$ cat src/rtl/onehot_decoder_buf.sv
// onehot_decoder_buf
// Expands an encoded index into a one-hot vector behind a 2-entry output
// buffer (main register + skid register). It also keeps a sticky mask of every
// delivered vector and a wrapping count of output handshakes.
//
// Ports:
//   clk, rst          system clock, synchronous active-high reset
//   in_valid/in_ready input handshake; in_idx is the encoded index
//   out_valid/out_ready output handshake; out_onehot is the decoded vector
//   acc_clr           clears acc_mask and xfer_cnt
//   acc_mask          OR of delivered one-hot vectors since last clear/reset
//   xfer_cnt          output handshakes since last clear/reset (wraps)
module onehot_decoder_buf #(
    parameter  int IDX_W = 3,
    parameter  int CNT_W = 8,
    localparam int OUT_W = 2 ** IDX_W
) (
    input  logic             clk,
    input  logic             rst,
    input  logic             in_valid,
    output logic             in_ready,
    input  logic [IDX_W-1:0] in_idx,
    output logic             out_valid,
    input  logic             out_ready,
    output logic [OUT_W-1:0] out_onehot,
    input  logic             acc_clr,
    output logic [OUT_W-1:0] acc_mask,
    output logic [CNT_W-1:0] xfer_cnt
);

    logic             main_valid;
    logic [OUT_W-1:0] main_data;
    logic             skid_valid;
    logic [OUT_W-1:0] skid_data;
    logic [OUT_W-1:0] dec;
    logic             in_hs;
    logic             out_hs;

    assign dec        = {{(OUT_W-1){1'b0}}, 1'b1} << in_idx;
    // skid_valid is a flop, so in_ready has no combinational input path
    assign in_ready   = !skid_valid;
    assign out_valid  = main_valid;
    assign out_onehot = main_data;
    assign in_hs      = in_valid && in_ready;
    assign out_hs     = main_valid && out_ready;

    always_ff @(posedge clk) begin
        if (rst) begin
            main_valid <= 1'b0;
            main_data  <= '0;
            skid_valid <= 1'b0;
            skid_data  <= '0;
        end else if (!main_valid) begin
            // skid is never occupied while main is empty
            if (in_hs) begin
                main_valid <= 1'b1;
                main_data  <= dec;
            end
        end else if (out_hs) begin
            if (skid_valid) begin
                main_data <= skid_data;
                if (in_hs) begin
                    skid_data <= dec;
                end else begin
                    skid_valid <= 1'b0;
                end
            end else if (in_hs) begin
                main_data <= dec;
            end else begin
                main_valid <= 1'b0;
            end
        end else if (in_hs) begin
            skid_valid <= 1'b1;
            skid_data  <= dec;
        end
    end

    // Clear takes effect first, then the same-cycle handshake contributes.
    always_ff @(posedge clk) begin
        if (rst) begin
            acc_mask <= '0;
            xfer_cnt <= '0;
        end else if (acc_clr) begin
            acc_mask <= out_hs ? main_data : '0;
            xfer_cnt <= out_hs ? CNT_W'(1) : '0;
        end else if (out_hs) begin
            acc_mask <= acc_mask | main_data;
            xfer_cnt <= xfer_cnt + CNT_W'(1);
        end
    end

endmodule

$ cat config.mk
export PLATFORM = sky130hd
export DESIGN_NAME = onehot_decoder_buf
export DESIGN_NICKNAME = d
export VERILOG_FILES = /design/src/rtl/onehot_decoder_buf.sv
export SDC_FILE = /design/constraint.sdc
export NUM_CORES = 1
export LEC_CHECK = 0
export ABC_CLOCK_PERIOD_IN_PS = 1700
export CORE_MARGIN = 3
export CORE_UTILIZATION = 40
export DETAILED_ROUTE_END_ITERATION = 7
export PLACE_DENSITY = 0.75
export SYNTH_ARGS = -nofsm -noshare
export SYNTH_HDL_FRONTEND = slang
export SYNTH_SLANG_ARGS = --single-unit
$ cat constraint.sdc
create_clock -name clk -period 1.7 [get_ports clk]
set_input_delay 0.17 -clock clk [delete_from_list [all_inputs] [get_ports clk]]
set_output_delay 0.17 -clock clk [all_outputs]
set_load 0.01 [all_outputs]
# Word-level counts from Yosys, hierarchy flattened
# Cells that the tools add are included.
dict set report totals {
  reg_bits 34
  wordCells 38
  output_inout_bits 26
}
dict set report classes {
  addsub 1
  reduce_logical 7
  n_bitwise 1
  n_eq_ne 2
  shift 1
  muxes 20
}
# cell n
set op_table {}
lappend op_table {{two-way mux 8 bit} 12}
lappend op_table {{adder 8 x 1 -> 8 bit, second input constant} 1}
lappend op_table {{two-way mux 1 bit} 8}
lappend op_table {{bitwise OR 8 bit} 1}
lappend op_table {{<< shifter 1 x 3 -> 8 bit, first input constant} 1}
lappend op_table {{AND reduction 2 bit} 2}
lappend op_table {{nonzero test 2 bit} 2}
lappend op_table {{logical AND 1 bit} 2}
lappend op_table {{!= test 2 x 1 -> 1 bit, second input constant} 1}
lappend op_table {{!= test 2 bit, second input constant} 1}
lappend op_table {{zero test 1 bit} 1}

# Logic depth before layout (Yosys ltp)
# Gate-level depths: netlist of run 1.
dict set report logic_depth {
  word_depth 6
  ltp_mapped 5
}

# Worst setup path after synthesis of run 1
# No wires, ideal clock.
dict set report synth_timing {
  kind {flip-flop to flip-flop}
  start {register main_valid, in the netlist out_valid}
  end {register main_data[0], in the netlist out_onehot[0]}
  setup_ps 86
  synth_period_minus_slack_ps 1266
  t_arrival_ps 1180
  stages_incl_launch_ff 5
  slack_ps 434
  path_cell_list {dfxtp_1 > buf_4 > nand2_2 > a22o_4 > a221oi_2}
}
dict set report synth_via {
  elab_chain_cells 2
  word_cells_on_any_way 3
  cone_classes {1 x eq/ne; 1 x mux; 1 x reduce/logical}
}
# item line
set synth_lines {}
lappend synth_lines {{from (decl)} 31} ;# logic main_valid;
lappend synth_lines {{from (signal assigned)} 49} ;# main_valid <= 1'b0;
lappend synth_lines {{from (signal assigned)} 56} ;# main_valid <= 1'b1;
lappend synth_lines {{from (signal assigned)} 70} ;# main_valid <= 1'b0;
lappend synth_lines {{logical AND 1 bit} 45} ;# assign out_hs = main_valid && out_ready;
lappend synth_lines {{!= test 2 x 1 -> 1 bit (no line)} --}
lappend synth_lines {{to (signal assigned)} 61} ;# main_data <= skid_data;
lappend synth_lines {{to (decl)} 32} ;# logic [OUT_W-1:0] main_data;
# Several ways; a longest one is shown, not always the timed one.
# A chain may end at the register's enable or synchronous reset.

# Worst setup path after layout of run 1
dict set report layout_timing {
  start {register main_valid, in the netlist out_valid}
  end {output out_valid}
}
# item line
set layout_lines {}
lappend layout_lines {{to (decl)} 23} ;# output logic out_valid,
# No word-level cell between the ends.

==> flow_summary.yaml, run 1 <==
cts:
  cts-buffers-inserted: 5
  cts_setup_buffers: 0
  htreeDepth: 2
  cts_resized: 0
  clkTransAtPathRegs_ns: 0.10
  root_buffer: "clkbuf_4"
  cts.sinks: 34
  ctsLongestPathBuffers: 2
  cts_tree: "built"
  ctsHoldBuffers: 0
  clk_latency_ns: 0.33
synthesis:
  ys.flop_type: "dfxtp_1"
  yosys_register_bits: 34
  synth.top_cell.area_share: 0.4690
  synth_edf_count: 0
  synth_area_leaders: "dfxtp_1, a221oi_2, a22o_1, a21oi_1, o21ai_0"
  ys_warn_count: 0
  avgSynthCellArea_um2: 9.676
  synthCells: 150
  synthDistinctLibCells: 31
  async_flop_share: 0
  syn_area_mm2: 0.001451
  syn_nets: 159
  synth_seq_area_share: 0.4690
  synth_top_area_cell: "dfxtp_1"
floorplanning:
  coreArea_mm2: 0.003416
  die_area_mm2: 0.004387
  die_w_um: 66.24
  fp.dieH_um: 66.24
  io_pins: 34
  rows: 21
  start_util: 0.4249
worst_hold_path:
  hold_class: "reg2reg"
detailed_routing:
  route.detailed.drc: 0
  viasPerCell: 5.441
  routedWlPerCell_um: 13.84
  firstDrtPassIters: 4
  drt_iter0_markers: 74
  drt_wl_total_um: 3267
  vias: 1284
  ant_nets: 0
outcome:
  outcome: "finished clean"
cells_and_area:
  layoutNonFillerInstCount: 236
  nets: 198
  antennaDiodeCount: 0
  drive_gt1_frac: 0.1421
  syn_to_final_growth_pct: 32.16
  final_common_cell: "dfxtp_1"
  final_cell_mix: "dfxtp_1, clkdlybuf4s50_1, a21oi_1"
sta:
  maxSlewViolCount: 0
  slew_headroom: 0.6494
  setup_viol: 0
  whs_ns: 0.4818
  tightest_slew_ns: 0.5260
  fin_crit_sh: 0.9619
  finalSetupTns_ns: 0
  timing.fmax_mhz: 611.6
  finClkSkew_ns: 0.006648
  rsz0062_at_grt: "false"
  min_period_ns: 1.635
  layout_setup_ws_ns: 0.06482
  hold_violations: 0
power:
  p_per_area_mw_per_mm2: 857.2
  p_leak_nw: 0.6708
  p_total_mw: 1.644
  peakVddDrop_v: 0.0003421
critical_path:
  critical-path-max-stage-delay_ns: 0.54
  path_max_fanout: 6
  path_cells: "buf_4 -> clkdlybuf4s50_1"
  cp-end-kind: "output pin"
  cpMaxStageDelayCell: "clkdlybuf4s50_1"
  cp-start-kind: "flop"
  crit_required_ns: 1.53
  crit_arrival_ns: 1.47
  criticalPathCategory: "reg2out"
placed_design:
  portBuffers: 33
  post-place-ws_ns: 0.09072
  post-dp-hpwl_um: 2434
  place_inst: 228
  gp_congestion: 0.7101
global_routing:
  antenna_found_initial: 0
  gr-usage-met1: 0.1967
  grt_usage: 0.1644
  overflow: 0
  grt_pass1_vias: 1225
  grt_busiest_layer: "met2"
  grt_util_met3: 0.04082
  grt_max_degree: 20
  grt_pass1_wl_um: 5526
  globalRouteMet2Util: 0.2714
job:
  cap_violations: 0
==> registers in the layout (all words and copies together), names as in the netlist <==
signal and cells:
xfer_cnt 8, out_onehot 8, skid_data 8, out_valid 1, acc_mask 8, skid_valid 1
==> cells by family (layout without fill, tap and decap cells) <==
logic type / after synthesis / count (layout) / share of synthesized area
AO/OA/AOI/OAI: 50 / 50 / 0.2664
AND/OR/NAND/NOR: 42 / 42 / 0.1724
flip-flops: 34 / 34 / 0.4690
buffers and inverters: 20 / 60 / 0.06465
XOR/XNOR: 2 / 2 / 0.01207
adder cells (fa/ha/maj): 1 / 1 / 0.008619
multiplexers: 1 / 1 / 0.006897
==> layout make-up <==
type,instances,area (um^2)
clock buffers,7,45.04
fillers,305,1498
repair buffers,40,382.9
clock inverters,1,30.03
multi-input cells,96,676.9
flip-flops and latches,34,680.7
inverters,12,45.04
well taps,46,57.56
==> where the power goes <==
group | switching, mW | internal (mW)
Sequential | 0.0227 | 0.823
Clock | 0.261 | 0.312
Combinational | 0.113 | 0.113
==> routing by layer <==
metal	up-vias	wire length (um)
met2	34	1621
met5	-	0
met4	0	63
met3	7	162
met1	615	1420
li1	628	-
==> worst max-delay path, delay by kind of cell, from the launching register on <==
family	cells	cell delay [ns]
buf+inv	2	0.72
flops	1	0.42
==> path summary, 6_finish.rpt <==
path                                   start            to  slack (ns)  cells past startpoint
worst min-delay path            skid_data[1]  skid_data[1]        0.48                      2
worst max register to register     out_valid   acc_mask[2]        0.35                      4
worst min register to register  skid_data[1]  skid_data[1]        0.48                      2
worst max-delay path               out_valid     out_valid        0.06                      2
==> through the flow <==
| stage | util | instance area [um^2] |
|---|---|---|
| global placement | 0.5396 | 1843 |
| global route | 0.5615 | 1918 |
| CTS | 0.5615 | 1918 |
| floorplan | - | 1451 |
| detailed placement | 0.5396 | 1843 |
| finish | 0.5615 | 1918 |
==> synth_stat cells (2+ instances only) <==
library cell,number
dfxtp_1,34
a21oi_1,13
inv_1,12
o21ai_0,10
nand2_1,9
a221oi_2,8
a22o_1,8
o22ai_1,8
nor2_1,6
nor3b_1,4
or3_1,4
and3b_1,3
buf_2,3
nand2b_1,3
nand3_1,3
nor3_1,3
buf_4,2
clkbuf_1,2
nand4_2,2
xnor2_1,2
(Power assumes the default switching activity.)
==> run 2: changes to the inputs <==
--- a/config.mk
+++ b/config.mk
@@ -9,7 +9,7 @@
 export CORE_MARGIN = 3
 export CORE_UTILIZATION = 40
 export DETAILED_ROUTE_END_ITERATION = 7
-export PLACE_DENSITY = 0.75
+export PLACE_DENSITY = 0.64
 export SYNTH_ARGS = -nofsm -noshare
 export SYNTH_HDL_FRONTEND = slang
 export SYNTH_SLANG_ARGS = --single-unit
==> flow_summary.yaml, run 2 (same netlist as run 1, synthesis figures left out) <==
outcome:
  outcome: "finished clean"
critical_path:
  cpMaxStageDelayCell: "clkdlybuf4s50_1"
  crit_start: "xfer_cnt[3]"
  crit_required_ns: 1.53
  critical-path-max-stage-delay_ns: 0.58
  rr_startpoint: "xfer_cnt[3]"
  path_max_fanout: 6
  cp_top_family: "buffers and inverters"
  r2r_setup_slack_ns: 0.43
  crit_arrival_ns: 1.37
  criticalPathCategory: "reg2out"
  crit_buf_inv: 1
  cp-end-kind: "output pin"
  cp-start-kind: "flop"
  path_cells: "clkdlybuf4s50_1"
cells_and_area:
  multi_input_area_um2: 676.9
  antennaDiodeCount: 0
  drive_gt1_frac: 0.1489
  layoutNonFillerInstCount: 234
  final-seq-area_um2: 681.9
  nets: 196
  final_cell_mix: "dfxtp_1, clkdlybuf4s50_1, a21oi_1"
  syn_to_final_growth_pct: 31.29
  fill_cells: 321
power:
  p_leak_nw: 0.6619
  peakVddDrop_v: 0.0003136
  p_per_area_mw_per_mm2: 815.3
  p_sw_mw: 0.4193
  p_clk_frac: 0.312
  switching_share: 0.2699
  p_int_mw: 1.134
  seq_power_share: 0.545
  p_total_mw: 1.554
  combPwrFrac: 0.143
worst_hold_path:
  hold_class: "reg2reg"
  hold_start: "skid_data[6]"
placed_design:
  post-dp-hpwl_um: 2216
  portBuffers: 33
  place_inst: 226
  gp_congestion: 0.8009
floorplanning:
  io_pins: 34
  fp.dieH_um: 66.24
  rows: 21
  coreArea_mm2: 0.003416
  die_w_um: 66.24
  start_util: 0.4249
  die_area_mm2: 0.004387
global_routing:
  grt_max_degree: 20
  antenna_found_initial: 0
  grt_usage: 0.1569
  gr-usage-met1: 0.1985
  globalRouteMet2Util: 0.2404
  overflow: 0
  grt_pass1_vias: 1152
  grt_pass1_wl_um: 5244
  grt_util_met3: 0.04252
  grt_busiest_layer: "met2"
sta:
  hold_violations: 0
  finalSetupTns_ns: 0
  slew_headroom: 0.6410
  setup_viol: 0
  timing.fmax_mhz: 649.0
  finClkSkew_ns: 0.01093
  rsz0062_at_grt: "false"
  fin_crit_sh: 0.9063
  maxSlewViolCount: 0
  min_period_ns: 1.541
  tightest_slew_ns: 0.5366
cts:
  cts-buffers-inserted: 5
  htreeDepth: 2
  cts_tree: "built"
  clkTransAtPathRegs_ns: 0.11
  cts.sinks: 34
  root_buffer: "clkbuf_4"
  ctsHoldBuffers: 0
  ctsLongestPathBuffers: 2
  clk_latency_ns: 0.35
job:
  cap_violations: 0
detailed_routing:
  drt_wl_total_um: 3061
  viasPerCell: 5.321
  ant_nets: 0
  drt_iter0_markers: 55
  firstDrtPassIters: 4
  route.detailed.drc: 0
  vias: 1245
  routedWlPerCell_um: 13.08
==> run 2: cell types whose count changed in the layout (fill, tap and decap cells not counted), sizes merged <==
cell / change
buf: -2
bufinv: -1
clkbuf: -1
clkinv: +1
clkinvlp: +1
==> run 2: per-layer routing <==
| metal | part of all wire | up-vias |
|---|---|---|
| met5 | 0 | - |
| met4 | 0.024 | 0 |
| met3 | 0.058 | 8 |
| met2 | 0.44 | 34 |
| met1 | 0.48 | 581 |
| li1 | - | 622 |
==> run 2: final timing paths <==
check,end,cells after the start
worst max-delay path,xfer_cnt[3],1
worst min-delay path,skid_data[6],2
worst max register to register,xfer_cnt[7],3
worst min register to register,skid_data[6],2
==> run 2: repair_timing <==
item,4_1_cts,5_1_grt
buffers inserted,0,0
gates resized for setup,0,1
setup endpoints to repair,0,1
==> run 2: layout make-up <==
class                   count  share of cell area
repair buffers             38              0.1996
clock buffers               6             0.02692
flip-flops and latches     34              0.3578
clock inverters             2            0.006566
multi-input cells          96              0.3552
well taps                  46             0.03020
inverters                  12             0.02364
==> run 2: power by group through the flow <==
stage / clock network, mW / logic (mW) / registers, mW
after floorplan: 0 / 0.120 / 0.869
after global placement: 0 / 0.220 / 0.866
after detailed placement: 0 / 0.222 / 0.866
after CTS: 0.497 / 0.223 / 0.848
after global routing: 0.523 / 0.242 / 0.852
final: 0.485 / 0.222 / 0.847
==> run 2: metrics by stage <==
stage / cell area (um^2) / hold WS, ns / util / setup WS (ns)
5_1_grt: 1906 / 0.5051 / 0.5579 / 0.1140
3_5_place_dp: 1841 / 0.4702 / 0.5388 / 0.1068
6_report: 1906 / 0.4865 / 0.5579 / 0.1592
3_3_place_gp: 1841 / 0.4591 / 0.5388 / 0.1286
4_1_cts: 1904 / 0.4873 / 0.5575 / 0.01905
2_1_floorplan: 1451 / 0.3301 / - / 0.4339
==> run 3: changes to the inputs <==
--- a/config.mk
+++ b/config.mk
@@ -5,6 +5,7 @@
 export SDC_FILE = /design/constraint.sdc
 export NUM_CORES = 1
 export LEC_CHECK = 0
+export ABC_AREA = 1
 export ABC_CLOCK_PERIOD_IN_PS = 1700
 export CORE_MARGIN = 3
 export CORE_UTILIZATION = 40
==> flow_summary.yaml, run 3 <==
outcome:
  outcome: "finished clean"
power:
  p_clk_frac: 0.462
  p_per_area_mw_per_mm2: 962.8
  switching_share: 0.2236
  combPwrFrac: 0.117
  p_int_mw: 1.555
  p_sw_mw: 0.4480
  seq_power_share: 0.421
  p_leak_nw: 0.8874
  peakVddDrop_v: 0.0006106
detailed_routing:
  viasPerCell: 4.683
  vias: 1475
  firstDrtPassIters: 4
  drt_wl_total_um: 3549
  routedWlPerCell_um: 11.27
  route.detailed.drc: 0
  drt_iter0_markers: 104
  ant_nets: 0
sta:
  finalSetupTns_ns: 0
  finClkSkew_ns: 0.007199
  hold_violations: 0
  whs_ns: 0.4531
  min_period_ns: 1.459
  setup_viol: 0
  timing.fmax_mhz: 685.4
  rsz0062_at_grt: "false"
  fin_crit_sh: 0.8583
  tightest_slew_ns: 0.3431
  slew_headroom: 0.7710
  maxSlewViolCount: 0
cells_and_area:
  utilization: 0.5954
  nets: 277
  final_common_cell: "nand2_1"
  final_cell_mix: "nand2_1, inv_1, dfxtp_1"
  syn_to_final_growth_pct: 36.20
  drive_gt1_frac: 0.06691
  design_area_mm2: 0.002081
  antennaDiodeCount: 0
cts:
  cts_resized: 0
  cts_tree: "built"
  cts.sinks: 34
  clk_latency_ns: 0.29
  cts-buffers-inserted: 5
  htreeDepth: 2
  cts_setup_buffers: 0
  root_buffer: "clkbuf_8"
  ctsHoldBuffers: 0
  ctsLongestPathBuffers: 2
  clkTransAtPathRegs_ns: 0.07
floorplanning:
  rows: 21
  fp.dieH_um: 67.80
  die_area_mm2: 0.004597
  die_w_um: 67.80
  io_pins: 34
  start_util: 0.4372
  coreArea_mm2: 0.003495
synthesis:
  yosys_register_bits: 34
  async_flop_share: 0
  synth_top_area_cell: "dfxtp_1"
  synth.top_cell.area_share: 0.4455
  synthDistinctLibCells: 18
  synth_seq_area_share: 0.4455
  synth_edf_count: 0
  syn_area_mm2: 0.001528
  synthTopCellsByCount: "nand2_1, inv_1, dfxtp_1, nor2_1, a21oi_1"
  synth_area_leaders: "dfxtp_1, nand2_1, inv_1, a21oi_1, nor2_1"
  ys.flop_type: "dfxtp_1"
  synthCells: 226
  avgSynthCellArea_um2: 6.760
  synthMostInstantiatedCell: "nand2_1"
  ys_warn_count: 0
  syn_nets: 235
critical_path:
  r2r_cells: 5
  crit_required_ns: 1.53
  path_cells: "clkdlybuf4s50_1"
  criticalPathCategory: "reg2out"
  cp_num_cells: 1
  cp_top_family: "buffers and inverters"
  cp-start-kind: "flop"
  cpMaxStageDelayCell: "clkdlybuf4s50_1"
  critical-path-max-stage-delay_ns: 0.58
  path_max_fanout: 6
  crit_buf_inv: 1
  cp-end-kind: "output pin"
  crit_arrival_ns: 1.29
global_routing:
  grt_pass1_vias: 1227
  grt_usage: 0.1783
  grt_max_degree: 16
  overflow: 0
  antenna_found_initial: 0
  grt_pass1_wl_um: 5982
job:
  cap_violations: 0
placed_design:
  portBuffers: 33
  place_area_mm2: 0.001938
  post-dp-hpwl_um: 2583
  gp_congestion: 0.8282
worst_hold_path:
  hold_class: "reg2reg"
  min_path_cells: 2
[run 3: cell count changes after synthesis, moves of 8 or more]
cell,change
inv_1,+23
nand3_1,+9
a221oi_2,-8
nor2_1,+20
nand2_1,+62
o22ai_1,-8
a22o_1,-8
[run 3: tightest hold or removal path: stages (launching register included)]
cell	delay [ns]
dfxtp_1	0.30
inv_1	0.06
a21oi_1	0.06
[run 3: cells by family (layout without fill, tap and decap cells)]
kind of cell             count (synthesis)  count (layout)  synth area share
flip-flops                              34              34            0.4455
buffers and inverters                   40              83            0.1032
AND/OR/NAND/NOR                        115             115            0.3088
AO/OA/AOI/OAI                           36              36            0.1343
adder cells (fa/ha/maj)                  1               1          0.008189
[run 3: cell type report]
class | count | area, um^2
fill | 346 | 1414
multi-input combinational | 152 | 689.4
sequential | 34 | 680.7
timing repair buffer | 39 | 375.4
inverter | 36 | 135.1
clock buffer | 6 | 82.58
clock inverter | 2 | 60.06
tap | 46 | 57.56
[run 3: path summary, 6_finish.rpt]
path              slack [ns]          from            end
setup / recovery        0.24   xfer_cnt[3]    xfer_cnt[3]
setup reg to reg        0.49     out_valid  out_onehot[1]
hold reg to reg         0.45  skid_data[5]   skid_data[5]
hold / removal          0.45  skid_data[5]   skid_data[5]
[run 3: stage by stage]
stage	power (mW)	setup WS (ns)	std cells
floorplan	0.9893	0.6184	226
global placement	1.096	0.2250	307
detailed placement	1.097	0.2018	307
CTS	2.025	0.2246	315
global route	2.094	0.1794	315
finish	2.003	0.2410	315
[run 3: power groups by stage]
stage / registers [mW] / clock network (mW) / logic [mW]
final: 0.844 / 0.925 / 0.234
after global routing: 0.848 / 0.980 / 0.266
after global placement: 0.863 / 0 / 0.233
after CTS: 0.844 / 0.944 / 0.236
after detailed placement: 0.863 / 0 / 0.234
after floorplan: 0.872 / 0 / 0.118
[run 3: metal layers]
metal,vias up,share of wire,GRT usage
met1,647,0.53,0.2634
met2,39,0.41,0.2418
met3,2,0.051,0.05990
li1,787,-,-
met4,0,0.0068,0.05211
met5,-,0,0
